## config.mk

```make
export PLATFORM = sky130hd
export DESIGN_NAME = mips_decode_nextpc
export DESIGN_NICKNAME = d
export VERILOG_FILES = /design/src/rtl/mips_decode_nextpc.sv
export SDC_FILE = /design/constraint.sdc
export NUM_CORES = 1
export LEC_CHECK = 0
export CORE_MARGIN = 1.5
export CORE_UTILIZATION = 35
export CTS_CLUSTER_SIZE = 25
export DETAILED_ROUTE_END_ITERATION = 12
export PLACE_DENSITY = 0.69
export SYNTH_ARGS = -nofsm -noshare
export SYNTH_HDL_FRONTEND = slang
export SYNTH_SLANG_ARGS = --single-unit
```

## constraint.sdc

```tcl
create_clock -name clk -period 3.5 [get_ports clk]
set_input_delay 0.525 -clock clk [delete_from_list [all_inputs] [get_ports clk]]
set_output_delay 0.525 -clock clk [all_outputs]
set_load 0.02 [all_outputs]
```

## src/rtl/mips_decode_nextpc.sv

```systemverilog
// Single-cycle MIPS decode and next-PC block: turns the instruction into datapath
// controls and an ALU op, and holds the 13-bit word-addressed program counter.
module mips_decode_nextpc (
    input  logic        clk,
    input  logic        reset,
    input  logic [31:0] instr,
    input  logic        zero_flag,
    input  logic [12:0] rs_data,
    output logic [12:0] pc,
    output logic [12:0] pc_plus1,
    output logic [3:0]  alu_control,
    output logic        alu_src,
    output logic        reg_dst,
    output logic        mem_write,
    output logic        mem_read,
    output logic        mem_to_reg,
    output logic        zero_ext,
    output logic        beq,
    output logic        bne,
    output logic        jump,
    output logic        jr,
    output logic        jal,
    output logic        reg_write,
    output logic [4:0]  write_reg
);

    localparam logic [3:0] AluAnd = 4'b0000;
    localparam logic [3:0] AluOr  = 4'b0001;
    localparam logic [3:0] AluAdd = 4'b0010;
    localparam logic [3:0] AluSub = 4'b0110;
    localparam logic [3:0] AluSlt = 4'b0111;
    localparam logic [3:0] AluNor = 4'b1100;
    localparam logic [3:0] AluSll = 4'b1000;
    localparam logic [3:0] AluSrl = 4'b1001;

    logic [5:0]  opcode;
    logic [5:0]  funct;
    logic [4:0]  rt;
    logic [4:0]  rd;
    logic        reg_write_raw;
    logic [12:0] pc_q;
    logic [12:0] pc_d;
    logic [12:0] branch_target;
    logic        branch_taken;
    logic        unused_rs_field;

    assign opcode = instr[31:26];
    assign funct  = instr[5:0];
    assign rt     = instr[20:16];
    assign rd     = instr[15:11];

    // rs is read by the register file directly; this block never looks at it
    assign unused_rs_field = ^instr[25:21];

    always_comb begin
        alu_control   = AluAdd;
        alu_src       = 1'b0;
        reg_dst       = 1'b0;
        mem_write     = 1'b0;
        mem_read      = 1'b0;
        mem_to_reg    = 1'b0;
        zero_ext      = 1'b0;
        beq           = 1'b0;
        bne           = 1'b0;
        jump          = 1'b0;
        jr            = 1'b0;
        jal           = 1'b0;
        reg_write_raw = 1'b0;
        case (opcode)
            6'b000000: begin
                reg_dst       = 1'b1;
                reg_write_raw = 1'b1;
                case (funct)
                    6'b100000: alu_control = AluAdd;
                    6'b100010: alu_control = AluSub;
                    6'b100100: alu_control = AluAnd;
                    6'b100101: alu_control = AluOr;
                    6'b100111: alu_control = AluNor;
                    6'b101010: alu_control = AluSlt;
                    6'b000000: alu_control = AluSll;
                    6'b000010: alu_control = AluSrl;
                    6'b001000: jr = 1'b1;
                    default:   reg_write_raw = 1'b0;
                endcase
            end
            6'b001000: begin
                alu_src       = 1'b1;
                reg_write_raw = 1'b1;
            end
            6'b001010: begin
                alu_src       = 1'b1;
                reg_write_raw = 1'b1;
                alu_control   = AluSlt;
            end
            6'b001100: begin
                alu_src       = 1'b1;
                reg_write_raw = 1'b1;
                zero_ext      = 1'b1;
                alu_control   = AluAnd;
            end
            6'b001101: begin
                alu_src       = 1'b1;
                reg_write_raw = 1'b1;
                zero_ext      = 1'b1;
                alu_control   = AluOr;
            end
            6'b100011: begin
                alu_src       = 1'b1;
                mem_read      = 1'b1;
                mem_to_reg    = 1'b1;
                reg_write_raw = 1'b1;
            end
            6'b101011: begin
                alu_src   = 1'b1;
                mem_write = 1'b1;
            end
            6'b000100: begin
                beq         = 1'b1;
                alu_control = AluSub;
            end
            6'b000101: begin
                bne         = 1'b1;
                alu_control = AluSub;
            end
            6'b000010: jump = 1'b1;
            6'b000011: begin
                jump          = 1'b1;
                jal           = 1'b1;
                reg_write_raw = 1'b1;
            end
            default: ;
        endcase
    end

    assign reg_write = reg_write_raw & ~jr;
    assign write_reg = jal ? 5'd31 : (reg_dst ? rd : rt);

    assign pc_plus1      = pc_q + 13'd1;
    assign branch_target = pc_plus1 + instr[12:0];
    assign branch_taken  = (beq & zero_flag) | (bne & ~zero_flag);

    // Priority only matters for malformed combinations; decode keeps these exclusive
    always_comb begin
        if (jr)
            pc_d = rs_data;
        else if (jump)
            pc_d = instr[12:0];
        else if (branch_taken)
            pc_d = branch_target;
        else
            pc_d = pc_plus1;
    end

    always_ff @(posedge clk or posedge reset) begin
        if (reset)
            pc_q <= 13'd0;
        else
            pc_q <= pc_d;
    end

    assign pc = pc_q;

endmodule

```

==> flow_summary.toml <==
[status]
outcome = "finished, final reports clean"

[place]
port_buffers = 89
routabilityCongestion = 0.911
dpl.hpwl_mm = 5.14
place_area_mm2 = 0.00292
dpl.cell_count = 415
place_ws_ns = 0.304

[global_route]
grt_pass1_vias = 2088
grt_max_degree = 18
grt_usage_pct = 21.2
grt_antenna_before_repair = 0
grt_pass1_wl_mm = 10.1
overflow = 0

[logic_synthesis]
syn_inst = 256
synth_area_leaders = "dfrtp_1, ha_1, nand2_1"
synth_edf_count = 0
ys_types = 49
avgSynthCellArea_um2 = 7.49
synth_top_area_share_pct = 17.0
synth_flop_cell = "dfrtp_1"
ys_seq_area_share_pct = 17.0
yosys.area.top_type = "dfrtp_1"
syn-cell-area_mm2 = 0.00192
async_reset_ff_share_pct = 100
syn_nets = 320
ys_ff_latch = 13
yosysWarnings = 0

[die]
die_w_um = 77.0
core_mm2 = 0.00520
dieHeight_um = 77.0
die_area_mm2 = 0.00593
num_io_pins = 95
start_util_pct = 36.9
rows = 26

[detailed_routing]
first_pass_iters = 4
antenna_left = 0
dr_total_vias = 2276
drtIter0Drc = 138
route.detailed.drc = 0
postRouteWirelength_mm = 6.32
vias_per_cell = 5.43
post_drt_wl_per_cell_um = 15.1

[worst_setup_path]
cp_data_arrival_time_ns = 2.67
end_kind = "output pin"
path_max_fanout = 3
crit_path_start_kind = "primary input"
worstPathRequired_ns = 2.97
path_class = "in -> out"

[cells_and_area]
fin_util_pct = 57.0
drive_above_1_share_pct = 6.59
finish.net_count = 414
antennaDiodeCount = 0
final_cell_area_mm2 = 0.00297
fin_cells = 419
syn_to_final_growth_pct = 54.7
largest_register_ffs = 13

[hold_path]
hp-class = "in -> async"

[job]
cap_violations = 0

[sta]
finalCritPeriodShare_pct = 91.3
hold_violations = 0
tightest_slew_ns = 0.539
fin_ws_ns = 0.303
fin_tns_setup_ns = 0
fin_crit_ns = 3.20
maxSlewViolCount = 0
max_freq_ghz = 0.313
setup_viol = 0
hold_slack_ns = 0.589
finClkSkew_ns = 0.00336
slew_headroom_pct = 63.8
rsz0062_at_grt = "false"

[clock_network]
cts.sinks = 13
post_cts_buffers = 0
clkLatencyLatePin_ns = 0.25
cts_max_level = 1
cts_inserted_buffers = 3
clk_pin_slew_ns = 0.06
cts.path.max_buffers = 2
cts-resized-gates = 0
cts_hold_buf = 0
cts_tree = "yes"
clock-root-buffer = "clkbuf_8"

[pwr]
vdd_drop_max_uv = 530
power_leakage_nw = 1.22
power_density_mw_per_mm2 = 704
p_total_mw = 2.09
## final cells by class
class	instances	area, um^2
fillers	516	2240
inverters	8	30.0
well taps	70	87.6
clock buffers	4	45.0
multi-input cells	222	1490
repair buffers	102	988
flip-flops and latches	13	325
## per-layer routing
layer | wire [um] | track usage [%]
met1 | 2920 | 30.1
met2 | 2850 | 32.8
met3 | 432 | 2.62
met4 | 116 | 7.82
met5 | 0 | 0
## Yosys cell counts (4+ instances only)
master    number
nand2_1       34
nor2_1        21
a21oi_1       20
o21ai_0       18
ha_1          15
dfrtp_1       13
xnor2_1       13
nand3_1        9
nor3_1         9
xor2_1         9
inv_1          7
clkbuf_1       6
nand2b_1       6
o22ai_1        6
a21o_1         5
and3_1         5
mux2i_1        5
a211oi_1       4
a31oi_1        4
o211ai_1       4
## cells by family (layout without fill, tap and decap cells)
group                      after synthesis  in the layout  synth area share (%)
adders and majority gates               16             16                  10.8
xor gates and xnor gates                22             22                  10.0
DFF                                     13             13                  17.0
muxes                                    5              5                  2.61
buffers and inverters                   21            114                  5.28
and+or+nand+nor                         99             99                  27.3
AOI/OAI and AO/OA                       80             80                  26.9
## where the power goes
part	total (mW)	leakage [nW]	switching [mW]	internal, mW
sequential	0.308	0.149	0.0831	0.225
clock	0.140	0.0228	0.0596	0.0808
combinational	1.64	1.05	0.877	0.764
## critical path: stages
cell and delay, ns:
clkdlybuf4s50_1 0.43, or3_4 0.44, nor4b_4 0.32, o2111ai_1 0.21, o31ai_1 0.11, clkdlybuf4s50_1 0.64
## worst paths after layout
check                          start             end  slack (ns)  cells past startpoint
min in group clk              pc[12]          pc[12]        0.71                      4
hold / removal                 reset          pc[11]        0.59                      2
setup / recovery           instr[29]  alu_control[2]        0.30                      6
max in group asynchronous      reset           pc[1]        2.58                      2
setup reg to reg               pc[0]          pc[10]        0.56                     10
hold reg to reg               pc[12]          pc[12]        0.71                      4
## placed cells by master, fill, tap and decap left out, drive strengths merged, types with 4 or more instances in the layout
master,instances
xor2,9
nand3,9
xnor2,13
o22ai,6
ha,15
nand2b,6
nand2,34
o21ai,18
a31oi,4
mux2i,5
inv,8
dfrtp,13
a21o,5
nor2,21
clkbuf,4
a21oi,20
o211ai,4
clkdlybuf4s50,89
a211oi,4
buf,13
nor3,9
and3,5
Note: power is estimated with default switching activity, not from simulation.
